<file path="config.mk">
export PLATFORM = sky130hd
export DESIGN_NAME = fir_mac_sequencer
export DESIGN_NICKNAME = d
export VERILOG_FILES = /design/src/rtl/fir_mac_sequencer.sv
export SDC_FILE = /design/constraint.sdc
export NUM_CORES = 1
export LEC_CHECK = 0
export BUFFER_PORTS_ARGS = -buffer_cell sky130_fd_sc_hd__buf_2
export CORE_MARGIN = 2
export CORE_UTILIZATION = 40
export CTS_CLUSTER_DIAMETER = 80
export CTS_CLUSTER_SIZE = 16
export DETAILED_ROUTE_END_ITERATION = 10
export GPL_ROUTABILITY_DRIVEN = 0
export PLACE_DENSITY = 0.62
export SLEW_MARGIN = 20
export SYNTH_ARGS = -nofsm -noshare
export SYNTH_HDL_FRONTEND = slang
export SYNTH_SLANG_ARGS = --single-unit
</file>
<file path="constraint.sdc">
create_clock -name clk -period 11.27 [get_ports clk]
set_clock_uncertainty 0.05 [all_clocks]
set_input_delay 2.254 -clock clk [delete_from_list [all_inputs] [get_ports clk]]
set_output_delay 2.254 -clock clk [all_outputs]
set_load 0.005 [all_outputs]
</file>
<file path="src/rtl/fir_mac_sequencer.sv">
// Time-multiplexed FIR: one shared multiply-accumulate stepped over N_TAPS writable
// coefficients per accepted sample, with a registered output and a one-cycle result strobe.
module fir_mac_sequencer #(
    parameter int unsigned N_TAPS  = 4,
    parameter int unsigned BW_in   = 4,
    parameter int unsigned BW_coef = 4,
    parameter int unsigned BW_acc  = 10,
    parameter int unsigned BW_out  = 8
) (
    input  logic                         clk,
    input  logic                         reset,
    input  logic signed [BW_in-1:0]      x_in,
    input  logic                         in_valid,
    output logic                         in_ready,
    input  logic                         cfg_we,
    input  logic [$clog2(N_TAPS)-1:0]    cfg_addr,
    input  logic signed [BW_coef-1:0]    cfg_data,
    output logic signed [BW_out-1:0]     y_out,
    output logic                         out_valid,
    output logic                         busy
);
    localparam int unsigned AW = $clog2(N_TAPS);

    typedef enum logic [1:0] {IDLE, MAC, DONE} state_t;

    state_t                          state, state_next;
    logic [AW-1:0]                   tap;
    logic signed [BW_acc-1:0]        acc;
    logic signed [BW_in-1:0]         x_dl [N_TAPS];
    logic signed [BW_coef-1:0]       coef [N_TAPS];
    logic signed [BW_in+BW_coef-1:0] prod;
    logic signed [BW_acc-1:0]        prod_ext;
    logic                            last_tap;

    assign prod     = x_dl[tap] * coef[tap];
    assign prod_ext = BW_acc'(prod);
    assign last_tap = (tap == AW'(N_TAPS - 1));

    always_ff @(posedge clk or negedge reset) begin
        if (!reset) begin
            state <= IDLE;
        end else begin
            state <= state_next;
        end
    end

    always_comb begin
        state_next = state;
        in_ready   = 1'b0;
        busy       = 1'b1;
        unique case (state)
            IDLE: begin
                in_ready = 1'b1;
                busy     = 1'b0;
                if (in_valid) state_next = MAC;
            end
            MAC:     if (last_tap) state_next = DONE;
            DONE:    state_next = IDLE;
            default: state_next = IDLE;
        endcase
    end

    always_ff @(posedge clk or negedge reset) begin
        if (!reset) begin
            tap       <= '0;
            acc       <= '0;
            y_out     <= '0;
            out_valid <= 1'b0;
            for (int k = 0; k < int'(N_TAPS); k++) x_dl[k] <= '0;
        end else begin
            out_valid <= 1'b0;
            case (state)
                IDLE: begin
                    if (in_valid) begin
                        x_dl[0] <= x_in;
                        for (int k = 1; k < int'(N_TAPS); k++) x_dl[k] <= x_dl[k-1];
                        acc <= '0;
                        tap <= '0;
                    end
                end
                MAC: begin
                    acc <= acc + prod_ext;
                    tap <= tap + 1'b1;
                end
                DONE: begin
                    y_out     <= acc[BW_acc-1 -: BW_out];
                    out_valid <= 1'b1;
                end
                default: ;
            endcase
        end
    end

    // The MAC reads coef before this edge's write lands, so a same-cycle write takes effect next use.
    always_ff @(posedge clk or negedge reset) begin
        if (!reset) begin
            for (int k = 0; k < int'(N_TAPS); k++) coef[k] <= (k == 0) ? BW_coef'(1) : '0;
        end else if (cfg_we && (32'(cfg_addr) < N_TAPS)) begin
            coef[cfg_addr] <= cfg_data;
        end
    end

endmodule

</file>
==> results.cfg <==
[run_status]
status = finished, final reports clean

[placement]
hpwl_um = 4450
placement.io_buffers = 24
place_inst = 426
pre_cts_slack_ps = 6540

[flow_run]
maxCapViolCount = 0

[logic_synthesis]
synth_cell_types = 30
ys_seq_area_share_pct = 41.1
yosys_warnings = 0
synth_top_flop_cell = dfrtp_1
synth_edf_count = 0
syn_area_per_cell_sq_um = 11.0
synth_top_area_cell = dfrtp_1
synth_cells = 306
synth_nets = 360
async_flop_share_pct = 100
yosysTopAreaCellShare_pct = 40.3
ys_seq_elements = 55
synth.area.top_cells = dfrtp_1 (40%), fa_1 (11%), mux2_2 (8.4%)
synth_area_sq_um = 3350

[setup_path]
cp_max_fo = 11
ff2ff_setup_slack_ps = 6570
startpoint_type = flip-flop
crit_family = adder cells
critPathRequiredTime_ps = 11400
worst-path-stages = 14
critical_path.max_stage_delay_ps = 680
crit_path_frequent_cell = fa_1
crit_start = tap[0]
path_buf_inv = 2
cp_slowest_cell = mux4_1
path_class = flip-flop to flip-flop
critPathCapture = acc[8]
critical_path.cell_chain = mux4_1 > and2_2 > fa_1 > fa_1 > inv_1 > fa_1 > inv_1 > ha_1 > a21o_1 > a21oi_1 > o21bai_1 > a21oi_1 > xor2_1 > o21ai_0
reg2reg_to = acc[8]
end_kind = flip-flop
reg2regPathDepth = 14
r2r_start = tap[0]
worstPathArrival_ps = 4840

[clocking]
clk_path_buf_depth = 2
clockRootBuffer = clkbuf_8
path_clk_slew_ps = 110
cts_max_level = 2
post_cts_buffers = 0
clock_latency_ps = 320
cts_buffers = 5
clock_sinks = 55
cts_tree = built
cts_resized = 0
ctsHoldBuffers = 0

[timing]
relSlewSlack_pct = 40.9
hold_viol = 0
setup_violations = 0
fin_tns_setup_ps = 0
rsz0062_at_grt = no
min_period_ps = 4700
maxSlewViolCount = 0
max_freq_ghz = 0.213
worst_pin_slew_ps = 885
fin_crit_sh_pct = 41.7
setup_ws_ps = 6570
holdWs_ps = 434

[grt]
grt-ovfl-total = 0
track_usage_pct = 14.7
grt_pass1_vias = 2179
antenna_found_initial = 0
grt_pass1_wl_um = 10300
grt_max_degree = 56

[route]
vias = 2110
drc = 0
dr.pass1.iters = 4
antenna_left = 0
drt_iter0_markers = 92
wl_per_cell_um = 13.8
routed_wl_um = 5980
avgViaCountPerCell = 4.86

[floorplanning]
fp-row-count = 33
ios = 25
dieArea_sq_um = 9130
die_x_um = 95.6
initial_core_util_pct = 41.0
core_area_sq_um = 8180
dieHeight_um = 95.6

[cells_and_area]
area_growth_pct = 9.22
n_antenna_cell = 0
layout-drive-gt1-share_pct = 19.8
final_nets = 382
instances_no_fill = 434

[worst_hold_path]
hp-class = flip-flop to flip-flop
[sequential cells by signal (all words and copies together) (netlist names)]
register and cells:
coef 16, acc 10, tap 2, state 2, x_dl 16, out_valid 1, y_out 8
[worst register-to-register path: cells and delay by family, from the launching register on]
family | cells | cell delay (ps)
and+or+nand+nor | 1 | 270
adders and majority gates | 4 | 1910
muxes | 1 | 680
buffers and inverters | 2 | 100
xor gates and xnor gates | 1 | 150
DFF | 1 | 640
AOI/OAI and AO/OA | 5 | 780
[cell usage after synthesis, drive strengths merged, types with 2 or more instances]
library cell,instances
o21ai,15
dfrtp,54
fa,18
inv,39
mux4,8
a21o,2
mux2,25
clkbuf,8
xnor2,8
xor2,3
buf,2
a21oi,5
nand3b,2
nand2,62
and2,12
nand3,8
o21bai,2
nand2b,2
nor4,2
ha,22
nor2b,4
[logic make-up (layout without fill, tap and decap cells)]
| logic type | count (synthesis) | after routing | synth area share (%) |
|---|---|---|---|
| AND/OR/NAND/NOR | 94 | 94 | 12.8 |
| XOR/XNOR | 11 | 11 | 3.10 |
| AO/OA/AOI/OAI | 24 | 24 | 3.88 |
| buffers and inverters | 49 | 72 | 5.75 |
| flip-flops | 55 | 55 | 41.1 |
| adder cells (fa/ha/maj) | 40 | 40 | 19.0 |
| multiplexers | 33 | 33 | 14.4 |
[metrics by stage]
stage	utilization (%)	instance area, sq um
2_1_floorplan	-	3350
3_3_place_gp	43.6	3570
3_5_place_dp	43.6	3570
4_1_cts	44.8	3660
5_1_grt	44.8	3660
6_report	44.8	3660
[layout make-up]
| cell class | count | area (sq um) |
|---|---|---|
| fill | 790 | 4510 |
| multi-input combinational | 202 | 1780 |
| sequential | 55 | 1380 |
| inverter | 39 | 146 |
| tap | 105 | 131 |
| timing repair buffer | 25 | 128 |
| clock buffer | 5 | 68.8 |
| clock inverter | 3 | 27.5 |
[per-layer routing]
metal	GRT usage, %	vias to the layer above	wire (um)
met1	19.8	1044	2910
met5	0	-	0
li1	-	1036	-
met4	3.93	0	64
met3	2.37	6	143
met2	24.8	24	2860
[placed cells by master, fill, tap and decap left out, drive strengths merged, types with 12 or more instances in the layout]
master   n
o21ai   15
inv     41
mux2    25
fa      18
buf     25
dfrtp   54
ha      22
and2    12
nand2   62
[worst min path at each step]
stage | slack [ps] | cells after the start | end | from
floorplan | 390 | 2 | x_dl[0] | x_dl[0]
global placement | 400 | 2 | x_dl[3] | x_dl[3]
detailed placement | 410 | 2 | x_dl[3] | x_dl[3]
CTS | 440 | 2 | x_dl[3] | x_dl[3]
global route | 470 | 1 | coef[13] | coef[13]
finish | 430 | 2 | x_dl[3] | x_dl[3]
Power is left out: the tool's default activity adds up to more than one toggle a clock period on the data nets, which glitch-free logic cannot reach.
